===== src/rtl/seg_mux_decoder_if.sv =====
`default_nettype none
// ============================================================================
// Module   : seg_mux_decoder_if
// Purpose  : Bundles the scanned display bus that seg_mux_decoder samples and
//            the decoded results it returns.
// Ports    : master - drives en/seg/dp/disp_en/clr_err, reads the results
//            slave  - the decoder side (reads the bus, drives the results)
// Revision : 1.0 - initial release
// ============================================================================
interface seg_mux_decoder_if #(
  parameter int NUM_DIGITS = 8
);
  logic                    en;
  logic [6:0]              seg;
  logic                    dp;
  logic [NUM_DIGITS-1:0]   disp_en;
  logic                    clr_err;
  logic [4*NUM_DIGITS-1:0] digits;
  logic [NUM_DIGITS-1:0]   dp_out;
  logic [NUM_DIGITS-1:0]   blank;
  logic [NUM_DIGITS-1:0]   bad;
  logic                    err;
  logic                    frame_valid;

  modport master (
    output en, seg, dp, disp_en, clr_err,
    input  digits, dp_out, blank, bad, err, frame_valid
  );

  modport slave (
    input  en, seg, dp, disp_en, clr_err,
    output digits, dp_out, blank, bad, err, frame_valid
  );
endinterface
`default_nettype wire


===== src/rtl/seg_mux_decoder.sv =====
`default_nettype none
// ============================================================================
// Module   : seg_mux_decoder
// Purpose  : Monitors a multiplexed 7-segment display bus, waits for each
//            scanned digit to settle, decodes the glyph back to BCD and
//            rebuilds the displayed value; flags illegal glyphs.
// Ports    : clk, rst_n (async, active low)
//            bus (seg_mux_decoder_if.slave):
//              in : en, seg[6:0] (a=bit0), dp, disp_en[NUM_DIGITS], clr_err
//              out: digits[4*NUM_DIGITS], dp_out, blank, bad, err, frame_valid
// Config   : SEGDEC_HEX_EN - when defined, glyphs A b C d E F decode to
//            0xA..0xF instead of being illegal.
// Revision : 1.0 - initial release
// ============================================================================
module seg_mux_decoder #(
  parameter int NUM_DIGITS     = 8,
  parameter int SETTLE_CYCLES  = 4,
  parameter int SEG_ACTIVE_LOW = 0,
  parameter int EN_ACTIVE_LOW  = 0
) (
  input logic              clk,
  input logic              rst_n,
  seg_mux_decoder_if.slave bus
);

`ifdef SEGDEC_HEX_EN
  localparam bit c_HEX_EN = 1'b1;
`else
  localparam bit c_HEX_EN = 1'b0;
`endif

  localparam int                    c_CNT_W  = $clog2(SETTLE_CYCLES + 1);
  localparam logic [c_CNT_W-1:0]    c_SETTLE = c_CNT_W'(SETTLE_CYCLES);
  localparam logic [c_CNT_W-1:0]    c_CNT1   = c_CNT_W'(1);
  localparam logic [NUM_DIGITS-1:0] c_ONE    = NUM_DIGITS'(1);

  localparam logic [1:0] S_IDLE   = 2'd0;
  localparam logic [1:0] S_SETTLE = 2'd1;
  localparam logic [1:0] S_HOLD   = 2'd2;

  // {bad, blank, value[3:0]}
  function automatic logic [5:0] f_decode(input logic [6:0] g);
    case (g)
      7'h3F:   f_decode = 6'h00;
      7'h06:   f_decode = 6'h01;
      7'h5B:   f_decode = 6'h02;
      7'h4F:   f_decode = 6'h03;
      7'h66:   f_decode = 6'h04;
      7'h6D:   f_decode = 6'h05;
      7'h7D:   f_decode = 6'h06;
      7'h07:   f_decode = 6'h07;
      7'h7F:   f_decode = 6'h08;
      7'h6F:   f_decode = 6'h09;
      7'h77:   f_decode = c_HEX_EN ? 6'h0A : 6'h20;
      7'h7C:   f_decode = c_HEX_EN ? 6'h0B : 6'h20;
      7'h39:   f_decode = c_HEX_EN ? 6'h0C : 6'h20;
      7'h5E:   f_decode = c_HEX_EN ? 6'h0D : 6'h20;
      7'h79:   f_decode = c_HEX_EN ? 6'h0E : 6'h20;
      7'h71:   f_decode = c_HEX_EN ? 6'h0F : 6'h20;
      7'h00:   f_decode = 6'h10;
      default: f_decode = 6'h20;
    endcase
  endfunction

  // Input stage, polarity normalised so everything downstream is active high
  logic [6:0]            r_seg, r_last_seg;
  logic                  r_dp, r_last_dp;
  logic [NUM_DIGITS-1:0] r_sel, r_last_sel;

  always_ff @(posedge clk or negedge rst_n) begin
    if (!rst_n) begin
      r_seg      <= '0;
      r_dp       <= 1'b0;
      r_sel      <= '0;
      r_last_seg <= '0;
      r_last_dp  <= 1'b0;
      r_last_sel <= '0;
    end else begin
      r_seg      <= (SEG_ACTIVE_LOW != 0) ? ~bus.seg : bus.seg;
      r_dp       <= (SEG_ACTIVE_LOW != 0) ? ~bus.dp  : bus.dp;
      r_sel      <= (EN_ACTIVE_LOW  != 0) ? ~bus.disp_en : bus.disp_en;
      // Sample the FSM evaluated last edge, for the "unchanged" test
      r_last_seg <= r_seg;
      r_last_dp  <= r_dp;
      r_last_sel <= r_sel;
    end
  end

  logic w_onehot, w_same;
  assign w_onehot = (r_sel != '0) && ((r_sel & (r_sel - c_ONE)) == '0);
  assign w_same   = ({r_seg, r_dp, r_sel} == {r_last_seg, r_last_dp, r_last_sel});

  // ---------------- FSM: state register ----------------
  logic [1:0]         r_state, w_state_nxt;
  logic [c_CNT_W-1:0] r_cnt, w_cnt_nxt;

  always_ff @(posedge clk or negedge rst_n) begin
    if (!rst_n) begin
      r_state <= S_IDLE;
      r_cnt   <= '0;
    end else begin
      r_state <= w_state_nxt;
      r_cnt   <= w_cnt_nxt;
    end
  end

  // ---------------- FSM: next state ----------------
  always_comb begin
    w_state_nxt = r_state;
    w_cnt_nxt   = r_cnt;
    if (!bus.en || !w_onehot) begin
      w_state_nxt = S_IDLE;
      w_cnt_nxt   = '0;
    end else begin
      case (r_state)
        S_IDLE: begin
          w_state_nxt = S_SETTLE;
          w_cnt_nxt   = c_CNT1;
        end
        S_SETTLE: begin
          w_state_nxt = S_SETTLE;
          w_cnt_nxt   = w_same ? (r_cnt + c_CNT1) : c_CNT1;
        end
        S_HOLD: begin
          if (!w_same) begin
            w_state_nxt = S_SETTLE;
            w_cnt_nxt   = c_CNT1;
          end
        end
        default: begin
          w_state_nxt = S_IDLE;
          w_cnt_nxt   = '0;
        end
      endcase
      // Reaching the settle count captures on this same edge
      if (w_state_nxt == S_SETTLE && w_cnt_nxt == c_SETTLE)
        w_state_nxt = S_HOLD;
    end
  end

  // ---------------- FSM: outputs ----------------
  logic                  w_capture, w_frame_done;
  logic [5:0]            w_dec;
  logic [NUM_DIGITS-1:0] r_seen, w_seen_upd;

  always_comb begin
    // Entering HOLD from anywhere except a quiet HOLD means a fresh capture
    w_capture    = (w_state_nxt == S_HOLD) && !((r_state == S_HOLD) && w_same);
    w_dec        = f_decode(r_seg);
    w_seen_upd   = r_seen | r_sel;
    w_frame_done = w_capture && (&w_seen_upd);
  end

  // ---------------- Capture datapath ----------------
  logic [4*NUM_DIGITS-1:0] r_digits;
  logic [NUM_DIGITS-1:0]   r_dp_out, r_blank, r_bad;
  logic                    r_err, r_frame_valid;

  always_ff @(posedge clk or negedge rst_n) begin
    if (!rst_n) begin
      r_digits      <= '0;
      r_dp_out      <= '0;
      r_blank       <= '1;
      r_bad         <= '0;
      r_err         <= 1'b0;
      r_frame_valid <= 1'b0;
      r_seen        <= '0;
    end else begin
      r_frame_valid <= w_frame_done;
      if (!bus.en)
        r_seen <= '0;
      else if (w_capture)
        r_seen <= w_frame_done ? '0 : w_seen_upd;
      if (w_capture) begin
        for (int i = 0; i < NUM_DIGITS; i++) begin
          if (r_sel[i]) begin
            r_digits[4*i +: 4] <= w_dec[3:0];
            r_blank[i]         <= w_dec[4];
            r_bad[i]           <= w_dec[5];
            r_dp_out[i]        <= r_dp;
          end
        end
      end
      // A new illegal capture wins over a simultaneous clear
      if (w_capture && w_dec[5])
        r_err <= 1'b1;
      else if (bus.clr_err)
        r_err <= 1'b0;
    end
  end

  assign bus.digits      = r_digits;
  assign bus.dp_out      = r_dp_out;
  assign bus.blank       = r_blank;
  assign bus.bad         = r_bad;
  assign bus.err         = r_err;
  assign bus.frame_valid = r_frame_valid;

endmodule
`default_nettype wire


===== src/flat_wrapper.sv =====
// flat-port wrapper written by rule: the top's interface ports become plain ports
module seg_mux_decoder_flat 
#(
  parameter int NUM_DIGITS     = 8,
  parameter int SETTLE_CYCLES  = 4,
  parameter int SEG_ACTIVE_LOW = 0,
  parameter int EN_ACTIVE_LOW  = 0
)
  (clk, rst_n, bus_en, bus_seg, bus_dp, bus_disp_en, bus_clr_err, bus_digits, bus_dp_out, bus_blank, bus_bad, bus_err, bus_frame_valid);
  seg_mux_decoder_if #(.NUM_DIGITS(NUM_DIGITS)) bus_i ();
  input logic clk;
  input logic rst_n;
  input wire logic [$bits(bus_i.en)-1:0] bus_en;
  input wire logic [$bits(bus_i.seg)-1:0] bus_seg;
  input wire logic [$bits(bus_i.dp)-1:0] bus_dp;
  input wire logic [$bits(bus_i.disp_en)-1:0] bus_disp_en;
  input wire logic [$bits(bus_i.clr_err)-1:0] bus_clr_err;
  output wire logic [$bits(bus_i.digits)-1:0] bus_digits;
  output wire logic [$bits(bus_i.dp_out)-1:0] bus_dp_out;
  output wire logic [$bits(bus_i.blank)-1:0] bus_blank;
  output wire logic [$bits(bus_i.bad)-1:0] bus_bad;
  output wire logic [$bits(bus_i.err)-1:0] bus_err;
  output wire logic [$bits(bus_i.frame_valid)-1:0] bus_frame_valid;
  assign bus_i.en = bus_en;
  assign bus_i.seg = bus_seg;
  assign bus_i.dp = bus_dp;
  assign bus_i.disp_en = bus_disp_en;
  assign bus_i.clr_err = bus_clr_err;
  assign bus_digits = bus_i.digits;
  assign bus_dp_out = bus_i.dp_out;
  assign bus_blank = bus_i.blank;
  assign bus_bad = bus_i.bad;
  assign bus_err = bus_i.err;
  assign bus_frame_valid = bus_i.frame_valid;
  seg_mux_decoder #(.NUM_DIGITS(NUM_DIGITS), .SETTLE_CYCLES(SETTLE_CYCLES), .SEG_ACTIVE_LOW(SEG_ACTIVE_LOW), .EN_ACTIVE_LOW(EN_ACTIVE_LOW)) u_core (.clk(clk), .rst_n(rst_n), .bus(bus_i));
endmodule

===== config.mk =====
export PLATFORM = sky130hd
export DESIGN_NAME = seg_mux_decoder_flat
export DESIGN_NICKNAME = d
export VERILOG_FILES = /design/src/rtl/seg_mux_decoder_if.sv /design/src/rtl/seg_mux_decoder.sv /design/src/flat_wrapper.sv
export SDC_FILE = /design/constraint.sdc
export NUM_CORES = 1
export LEC_CHECK = 0
export ABC_AREA = 1
export BUFFER_PORTS_ARGS = -buffer_cell sky130_fd_sc_hd__buf_2
export CAP_MARGIN = 40
export CORE_ASPECT_RATIO = 1.75
export CORE_MARGIN = 4
export CORE_UTILIZATION = 45
export DETAILED_ROUTE_END_ITERATION = 16
export PLACE_DENSITY = 0.65
export SLEW_MARGIN = 20
export SYNTH_ARGS = -nofsm -noshare
export SYNTH_HDL_FRONTEND = slang
export SYNTH_SLANG_ARGS = --single-unit

===== constraint.sdc =====
create_clock -name clk -period 3.45 [get_ports clk]
set_input_delay 0.69 -clock clk [delete_from_list [all_inputs] [get_ports clk]]
set_output_delay 0.69 -clock clk [all_outputs]
set_load 0.03 [all_outputs]

==> results of run 1 <==
-- metrics by stage --
stage,hold WS [ns],power (mW)
global route,0.427,2.48
detailed placement,0.389,1.39
finish,0.391,2.37
floorplan,0.349,1.33
global placement,0.391,1.38
CTS,0.401,2.40
-- worst max-delay path: cells and delay by family, from the launching register on --
kind | cells | cell delay (ns)
buffers and inverters | 1 | 0.06
AND/OR/NAND/NOR | 10 | 1.60
flip-flops | 1 | 0.55
AO/OA/AOI/OAI | 2 | 0.26
-- cell type report --
class                           instances  area (sq um)
Fill cell                             862          4280
Tap cell                              122           153
Multi-Input combinational cell        301          1600
Clock buffer                           11           243
Sequential cell                       103          2590
Inverter                               50           188
Timing Repair Buffer                   81           418
Clock inverter                          5          57.6
-- per-layer routing --
metal / share of wire, % / wire length (um) / vias up / global-route usage (%)
met3: 4.1 / 413 / 17 / 5.03
met2: 55 / 5560 / 72 / 32.6
met4: 1.7 / 169 / 0 / 6.20
met1: 39 / 3990 / 1642 / 21.9
met5: 0 / 0 / - / 0
li1: - / - / 1664 / -
-- power groups by stage --
stage / Clock, mW / Sequential (mW) / Combinational, mW
finish: 1.01 / 1.25 / 0.109
global route: 1.09 / 1.26 / 0.129
CTS: 1.03 / 1.25 / 0.113
detailed placement: 0 / 1.28 / 0.112
global placement: 0 / 1.28 / 0.109
floorplan: 0 / 1.27 / 0.0633
-- logic make-up (layout without fill, tap and decap cells) --
kind of cell               count (synthesis)  after routing  share of synthesized area, %
and+or+nand+nor                          206            206                          23.1
DFF                                      103            103                          58.3
AOI/OAI and AO/OA                         85             85                          10.7
buffers and inverters                     61            147                          5.89
xor gates and xnor gates                   9              9                          1.78
adders and majority gates                  1              1                         0.282
-- cell usage after synthesis (all sizes together) --
master | instances | area, sq um
o21ai | 73 | 392
ha | 1 | 12.5
clkinv | 1 | 3.75
nand3 | 24 | 223
nand4 | 7 | 43.8
or2 | 1 | 6.26
o22ai | 1 | 6.26
buf | 10 | 68.8
nor2 | 39 | 206
o211ai | 1 | 7.51
a211oi | 4 | 35.0
clkbuf | 1 | 5.00
nand2 | 128 | 505
a21oi | 5 | 25.0
dfstp | 8 | 210
xnor2 | 7 | 61.3
inv | 49 | 184
xor2 | 2 | 17.5
o221ai | 1 | 8.76
nor4 | 4 | 25.0
nor3 | 3 | 15.0
dfrtp | 95 | 2380
-- registers in the layout (all words and copies together), names as in the netlist, 2 cells and up --
register           flops
u_core.r_last_seg      7
u_core.r_seen          8
u_core.bus.dp_out      8
u_core.bus.digits     32
u_core.r_state         2
u_core.r_last_sel      8
u_core.r_cnt           3
u_core.r_sel           8
u_core.r_seg           7
u_core.bus.bad         8
u_core.bus.blank       8
-- worst paths after layout --
path	start	endpoint	cells past startpoint
max	u_core.r_sel[0]	u_core.bus.bad[2]	13
min	rst_n	u_core.r_seg[2]	1
max reg2reg	u_core.r_sel[0]	u_core.bus.bad[2]	13
min reg2reg	u_core.r_seg[2]	u_core.r_last_seg[2]	0
max in group asynchronous	rst_n	u_core.bus.blank[4]	2
min in group clk	u_core.r_seg[2]	u_core.r_last_seg[2]	0
==> run_results.csv, run 1 <==
group,metric,value,unit
job,maxCapViolCount,0,
layout,layout_commonest_cell,"nand2_1",
yosys,synth.cell_area,0.00444,sq mm
drt,wl,10100,um
sta,finalSetupTns,0,ns
layout,mostFrequentLayoutCells,"120 x nand2_1, 95 x dfrtp_1, 76 x buf_2, 49 x o21ai_1, 44 x inv_1",
sta,setup_viol,0,
global_routing,grt_pass1_wl,17100,um
floorplan,ios,78,
yosys,syn_nets,486,
critical_path,path_max_fanout,14,
clock_tree,cts_setup_buffers,0,
floorplan,die_h,139,um
global_routing,grt_pass1_vias,3336,
critical_path,cp.required,3.66,ns
pwr,clockPowerShare,42.6,%
floorplan,initial_core_util,46.6,%
drt,vias_per_cell,5.04,
sta,slew_violations,0,
pwr,comb_power_share,4.6,%
critical_path,cpMostUsedCell,"nand2_1",
pwr,p_leak,2.65,nW
drt,first_pass_iters,4,
floorplan,num_rows,47,
yosys,ys_seq_area_share,58.3,%
layout,stdcell_area,0.00524,sq mm
sta,period_needed,2.60,ns
sta,relSlewSlack,51.6,%
layout,stdcell_count,673,
yosys,ys_ff_latch,103,
global_routing,gr-usage-all-layers,18.6,%
sta,rsz0062_at_grt,"false",
clock_tree,cts_resized,0,
drt,vias,3395,
clock_tree,clkLatencyLatePin,0.34,ns
critical_path,rrSetupSlack,0.85,ns
floorplan,core_area,0.00953,sq mm
layout,area_growth,18.1,%
critical_path,cp.arrival,2.81,ns
placed_design,detailed_place.area,0.00494,sq mm
pwr,p_int,1.84,mW
sta,max_freq,384,MHz
pwr,cellPowerDensity,453,mW/mm^2
clock_tree,clk_path_buf_depth,2,
yosys,synth_warnings,0,
pwr,switching_power,0.530,mW
placed_design,gp_congestion,0.834,
drt,ant_nets,0,
clock_tree,numCtsBuffers,9,
floorplan,die-area,0.0116,sq mm
yosys,synth_cell_types,34,
layout,diodes,0,
floorplan,die_w,83.1,um
layout,post-route-util,55.0,%
status,outcome,"completed",
placed_design,dp_cells,657,
clock_tree,cts_htree_levels,3,
critical_path,critPathLaunchType,"flip-flop",
critical_path,worstSetupEndpointType,"flip-flop",
clock_tree,clockRootBuffer,"clkbuf_16",
sta,skew,0.00964,ns
sta,worstMarginPinSlew,0.726,ns
clock_tree,cts_tree,"built",
sta,finalHoldViolations,0,
yosys,syn_area_per_cell,9.55,sq um
pwr,peakVddDrop,325,uV
drt,post_drt_wl_per_cell,15.1,um
clock_tree,cts.sinks,103,
placed_design,post-dp-hpwl,7570,um
sta,timing.final.ws_setup,0.846,ns
pwr,p_seq_share,52.8,%
worst_hold_path,holdCritPathClass,"input port to async pin",
clock_tree,ctsHoldBuffers,0,
pwr,p_sw_share,22.3,%
placed_design,place_ws,0.837,ns
critical_path,slowest_delay,0.55,ns
critical_path,path_class,"flip-flop to flip-flop",
placed_design,portBuffers,77,
clock_tree,path_clk_slew,0.07,ns
global_routing,grt_max_degree,60,
critical_path,crit_slowest_cell,"dfrtp_1",
drt,drt-initial-drc-count,185,
layout,final_nets,567,
drt,drc_errors,0,
global_routing,antenna_found_initial,0,
yosys,syn_inst,465,
sta,fin_crit_sh,75.5,%
global_routing,gr-total-overflow,0,
critical_path,cp_cell_sequence,"inv_2 > nand2_1 > nand2_1 > a21oi_1 > nand2_1 > nor2_1 > nand4_1 > nor2_1 > nor2_2 > nor2_8 > nand3_2 > nand2_1 > o21ai_2",
layout,drive_gt1_share,26.1,%
No activity file was read; power rests on OpenSTA's default activity.
==> run 2, diff against run 1 <==
- PLACE_DENSITY: 0.65 -> 0.68
- clock period: 3.45 -> 2.3 ns (I/O delays scaled with it)
==> run 2 against run 1 <==
  * Clock-buffer cell count is 1 lower
  * Sequential power is 50% higher
  * Register-to-register slack worse by 0.75 ns
  * Routed wire length grew 12%
  * Flip-flop and latch count is the same
  * Critical path type unchanged
==> run_results.csv, run 2 (same netlist as run 1, synthesis figures left out) <==
group,metric,value,unit
status,outcome,"completed",
sta,period_needed,2.20,ns
critical_path,worstSetupEndpoint,"u_core.bus.digits[9]",
global_routing,grt_max_degree,47,
clock_tree,cts_tree,"built",
critical_path,critPathLaunchType,"flip-flop",
critical_path,slowest_delay,0.45,ns
critical_path,rrSetupSlack,0.1,ns
pwr,peakVddDrop,446,uV
drt,ant_nets,0,
sta,finalHoldViolations,0,
layout,stdcell_count,714,
pwr,clockPowerShare,40.5,%
drt,drt-initial-drc-count,230,
pwr,p_int,2.67,mW
critical_path,path_max_fanout,14,
layout,seqCellArea,0.00259,sq mm
critical_path,path_class,"flip-flop to flip-flop",
floorplan,num_rows,47,
critical_path,worstSetupEndpointType,"flip-flop",
floorplan,die_h,139,um
floorplan,die_w,83.1,um
drt,post_drt_wl_per_cell,15.9,um
clock_tree,cts_htree_levels,3,
sta,whs,0.214,ns
critical_path,rr_endpoint,"u_core.bus.digits[9]",
drt,drc_errors,0,
placed_design,post-dp-hpwl,8180,um
global_routing,antenna_found_initial,0,
layout,final.fill_count,837,
critical_path,r2r-start,"u_core.r_sel[0]",
global_routing,grt_pass1_vias,3649,
sta,rsz0062_at_grt,"true",
critical_path,worstRegToRegCells,13,
sta,setup_viol,0,
sta,slew_violations,0,
sta,skew,0.00639,ns
layout,diodes,0,
floorplan,core_area,0.00953,sq mm
layout,final_nets,608,
layout,post-route-util,59.7,%
placed_design,gp_congestion,0.899,
pwr,comb_power_share,6.4,%
sta,max_freq,454,MHz
placed_design,dp_cells,681,
floorplan,ios,78,
critical_path,crit_start,"u_core.r_sel[0]",
pwr,switching_power,0.861,mW
clock_tree,cts.sinks,103,
worst_hold_path,min_from,"bus_disp_en[3]",
critical_path,crit_slowest_cell,"dfrtp_2",
drt,first_pass_iters,4,
layout,multi_input_area,0.00175,sq mm
critical_path,cp.arrival,2.43,ns
global_routing,gr-usage-all-layers,19.5,%
pwr,p_leak,2.82,nW
sta,relSlewSlack,61.0,%
worst_hold_path,holdCritPathClass,"input port to flip-flop",
layout,drive_gt1_share,35.3,%
clock_tree,numCtsBuffers,9,
clock_tree,clockRootBuffer,"clkbuf_16",
job,maxCapViolCount,0,
drt,wl,11400,um
clock_tree,path_clk_slew,0.07,ns
pwr,p_seq_share,53.1,%
layout,layout_commonest_cell,"nand2_1",
placed_design,portBuffers,77,
sta,worstMarginPinSlew,0.585,ns
floorplan,initial_core_util,46.6,%
layout,area_growth,28.1,%
pwr,cellPowerDensity,620,mW/mm^2
layout,stdcell_area,0.00569,sq mm
critical_path,cp_cell_sequence,"nand2_1 > nand2_1 > a21oi_1 > nand2_1 > nor2_1 > nand4_1 > nor2_2 > nor2_2 > nor2_8 > nand3_2 > buf_12 > nand2_1 > o21ai_2",
placed_design,detailed_place.area,0.00516,sq mm
critical_path,cpMostUsedCell,"nand2_1",
drt,vias_per_cell,5.16,
layout,largest_reg_flops,32,
floorplan,die-area,0.0116,sq mm
global_routing,gr-total-overflow,0,
layout,mostFrequentLayoutCells,"112 x nand2_1, 89 x dfrtp_1, 77 x buf_2, 49 x o21ai_1, 40 x inv_1",
sta,fin_crit_sh,95.8,%
global_routing,grt_pass1_wl,18100,um
pwr,p_sw_share,24.4,%
critical_path,cp.required,2.52,ns
clock_tree,clk_path_buf_depth,2,
drt,vias,3687,
clock_tree,clkLatencyLatePin,0.35,ns
[run 2: what timing repair did]
item,4_1_cts,5_1_grt
endpoints found under the setup margin,0,64
setup buffers,0,8
resized for setup,0,31
hold buffers,1,0
endpoints found under the hold margin,7,0
[run 2: worst min-delay path by stage]
| stage | slack [ns] | cells after the start | end |
|---|---|---|---|
| 4_1_cts | 0.21 | 1 | u_core.r_sel[3] |
| 5_1_grt | 0.20 | 1 | u_core.r_sel[3] |
| 3_5_place_dp | 0.37 | 1 | u_core.r_sel[4] |
| 3_3_place_gp | 0.36 | 1 | u_core.r_sel[5] |
| 2_1_floorplan | 0.16 | 0 | u_core.bus.bad[0] |
| 6_report | 0.21 | 1 | u_core.r_sel[3] |
[run 2: critical path: cells and delay by family, from the launching register on]
kind	cells	cell delay (ns)
AOI/OAI and AO/OA	2	0.24
DFF	1	0.45
buffers and inverters	1	0.18
and+or+nand+nor	10	1.20
[run 2: power groups by stage]
stage	Clock, mW	Sequential [mW]	Combinational, mW
5_1_grt	1.52	1.87	0.254
2_1_floorplan	0	1.90	0.0950
6_report	1.43	1.87	0.226
3_5_place_dp	0	1.90	0.210
3_3_place_gp	0	1.90	0.205
4_1_cts	1.45	1.87	0.212
[run 2: final cells by class]
type | count | area share [%]
Sequential cell | 103 | 45.6
Multi-Input combinational cell | 308 | 30.7
Timing Repair Buffer | 115 | 12.9
Clock buffer | 10 | 4.03
Inverter | 50 | 3.30
Tap cell | 122 | 2.68
Clock inverter | 6 | 0.792
[run 2: layer usage]
| layer | part of all wire (%) | global-route usage, % |
|---|---|---|
| met1 | 39 | 22.4 |
| met2 | 54 | 34.5 |
| met3 | 3.8 | 3.78 |
| met4 | 3.1 | 9.13 |
| met5 | 0 | 0 |
[run 2: stage by stage]
stage	TNS [ns]	total power [mW]	setup slack, ns
2_1_floorplan	0	1.99	0.161
3_3_place_gp	0	2.11	0.0840
3_5_place_dp	0	2.11	0.0477
4_1_cts	0	3.53	0.0176
5_1_grt	-0.837	3.65	-0.0409
6_report	0	3.53	0.0963
==> run 3, diff against run 2 <==
- CELL_PAD_IN_SITES_DETAIL_PLACEMENT: not set -> 0
- CELL_PAD_IN_SITES_GLOBAL_PLACEMENT: not set -> 1
- CORE_UTILIZATION: 45 -> 38
- PLACE_DENSITY: 0.68 -> 0.74
==> run 3 against run 2 <==
  * Register-to-register slack barely moved
  * Non-clock buffer count fell by 8
  * Worst hold slack worse by 0.13 ns
  * Flip-flop and latch count is the same
  * Critical path type unchanged
  * Largest cell class unchanged
  * Highest routed layer unchanged
==> run_results.csv, run 3 (same netlist as run 1, synthesis figures left out) <==
group,metric,value,unit
critical_path,slowest_delay,0.49,ns
layout,area_growth,26.5,%
placed_design,post-dp-hpwl,8490,um
sta,finalHoldViolations,0,
sta,setup_viol,0,
drt,drt-initial-drc-count,193,
layout,final.fill_count,1074,
sta,max_freq,452,MHz
clock_tree,clk_path_buf_depth,2,
worst_hold_path,holdCritPathClass,"input port to async pin",
clock_tree,cts_htree_levels,3,
drt,post_drt_wl_per_cell,16.1,um
floorplan,core_area,0.0115,sq mm
clock_tree,cts.sinks,103,
floorplan,die_w,89.7,um
critical_path,r2r-start,"u_core.r_sel[5]",
clock_tree,numCtsBuffers,9,
global_routing,use_met1,20.3,%
critical_path,critPathLaunchType,"flip-flop",
placed_design,dp_cells,692,
placed_design,place_ws,-0.0307,ns
critical_path,worstSetupEndpointType,"flip-flop",
global_routing,antenna_found_initial,0,
drt,ant_nets,0,
sta,timing.final.ws_setup,0.0872,ns
sta,relSlewSlack,60.0,%
critical_path,path_class,"flip-flop to flip-flop",
layout,seqCellArea,0.00260,sq mm
placed_design,portBuffers,77,
floorplan,initial_core_util,38.5,%
critical_path,worstRegToRegCells,8,
sta,slew_violations,0,
global_routing,gr-total-overflow,0,
global_routing,grt_use_met3,2.14,%
critical_path,cp.required,2.56,ns
floorplan,die_h,151,um
global_routing,grt_max_degree,41,
critical_path,cp.arrival,2.47,ns
layout,layout_commonest_cell,"nand2_1",
placed_design,gp_congestion,0.852,
layout,diodes,0,
global_routing,grt_pass1_vias,3627,
global_routing,met2_usage,31.5,%
sta,worstMarginPinSlew,0.599,ns
floorplan,num_rows,52,
critical_path,crit_family,"compound AO/OA/AOI/OAI gates",
global_routing,gr-usage-all-layers,17.2,%
sta,skew,0.0115,ns
drt,wl,11500,um
layout,final_nets,597,
sta,period_needed,2.21,ns
critical_path,path_buf_inv,1,
global_routing,busiest_layer,"met2",
drt,first_pass_iters,5,
clock_tree,clkLatencyLatePin,0.34,ns
sta,fin_crit_sh,96.2,%
critical_path,path_max_fanout,8,
critical_path,rrSetupSlack,0.09,ns
clock_tree,ctsHoldBuffers,0,
placed_design,detailed_place.area,0.00517,sq mm
status,outcome,"completed",
pwr,p_leak,2.80,nW
critical_path,rr_endpoint,"u_core.r_seen[3]",
pwr,peakVddDrop,501,uV
critical_path,crit_cells,8,
floorplan,die-area,0.0135,sq mm
global_routing,grt_pass1_wl,18300,um
layout,stdcell_area,0.00562,sq mm
layout,mostFrequentLayoutCells,"120 x nand2_1, 86 x dfrtp_1, 77 x buf_2, 52 x o21ai_1, 42 x inv_1",
job,maxCapViolCount,0,
drt,drc_errors,0,
layout,stdcell_count,716,
layout,drive_gt1_share,33.4,%
clock_tree,path_clk_slew,0.07,ns
critical_path,crit_slowest_cell,"dfrtp_2",
clock_tree,cts_tree,"built",
drt,vias_per_cell,4.99,
pwr,cellPowerDensity,657,mW/mm^2
clock_tree,clockRootBuffer,"clkbuf_16",
layout,largest_reg_flops,32,
layout,multi_input_area,0.00168,sq mm
critical_path,cp_cell_sequence,"o21ai_0 > nand2_1 > a211oi_2 > nand3_2 > nor2_8 > buf_12 > nand4_1 > o21ai_0",
floorplan,ios,78,
critical_path,cpMostUsedCell,"o21ai_0",
drt,vias,3570,
## run 3: cell count changes in the layout (fill, tap and decap cells not counted), moves of 3 or more
cell | previous run | this run
nand2_1 | 112 | 120
nand2_2 | 15 | 7
buf_4 | 32 | 25
dfrtp_1 | 89 | 86
dfrtp_2 | 6 | 9
nand3_4 | 11 | 8
o21ai_0 | 16 | 13
o21ai_1 | 49 | 52
## run 3: worst register-to-register path, delay by kind of cell, from the launching register on
family	cells	cell delay (ns)
compound gates	3	0.76
buf+inv	1	0.16
flops	1	0.49
simple gates	4	0.73
## run 3: how the worst max path moves through the flow
| stage | start | end | slack (ns) |
|---|---|---|---|
| after floorplan | u_core.r_sel[6] | u_core.bus.bad[2] | 0.16 |
| after global placement | u_core.r_sel[5] | u_core.r_seen[7] | -0.04 |
| after detailed placement | u_core.r_sel[5] | u_core.r_seen[1] | -0.03 |
| after CTS | u_core.r_seg[4] | u_core.bus.digits[2] | 0.01 |
| after global routing | u_core.r_seg[3] | u_core.bus.bad[1] | -0.002 |
| final | u_core.r_sel[5] | u_core.r_seen[3] | 0.09 |
## run 3: where the power goes
part | internal (mW) | switching, mW
logic | 0.0792 | 0.142
registers | 1.84 | 0.0319
clock network | 0.869 | 0.728
## run 3: stage by stage
stage / hold WS (ns) / power, mW / util, % / TNS (ns)
global route: 0.126 / 3.83 / 48.8 / -0.00261
floorplan: 0.164 / 1.99 / - / 0
detailed placement: 0.400 / 2.12 / 44.9 / -0.117
finish: 0.0867 / 3.69 / 48.8 / 0
global placement: 0.386 / 2.11 / 44.9 / -0.0735
CTS: 0.111 / 3.71 / 47.8 / 0
## run 3: metal layers
layer / routed length (um) / up-vias
met5: 0 / -
met4: 337 / 0
met3: 401 / 18
met2: 6230 / 97
met1: 4570 / 1721
li1: - / 1734
## run 3: cell type report
class	instances	area share, %
repair buffers	107	11.8
multi-input cells	305	29.9
clock inverters	7	1.63
flip-flops and latches	103	46.3
inverters	50	3.34
clock buffers	9	4.01
well taps	135	3.01
## run 3: what timing repair did
item | in CTS | in global routing
setup buffers | 0 | 4
resized for setup | 3 | 23
cloned | 0 | 4
pin swaps | 0 | 8
setup endpoints to repair | 34 | 65
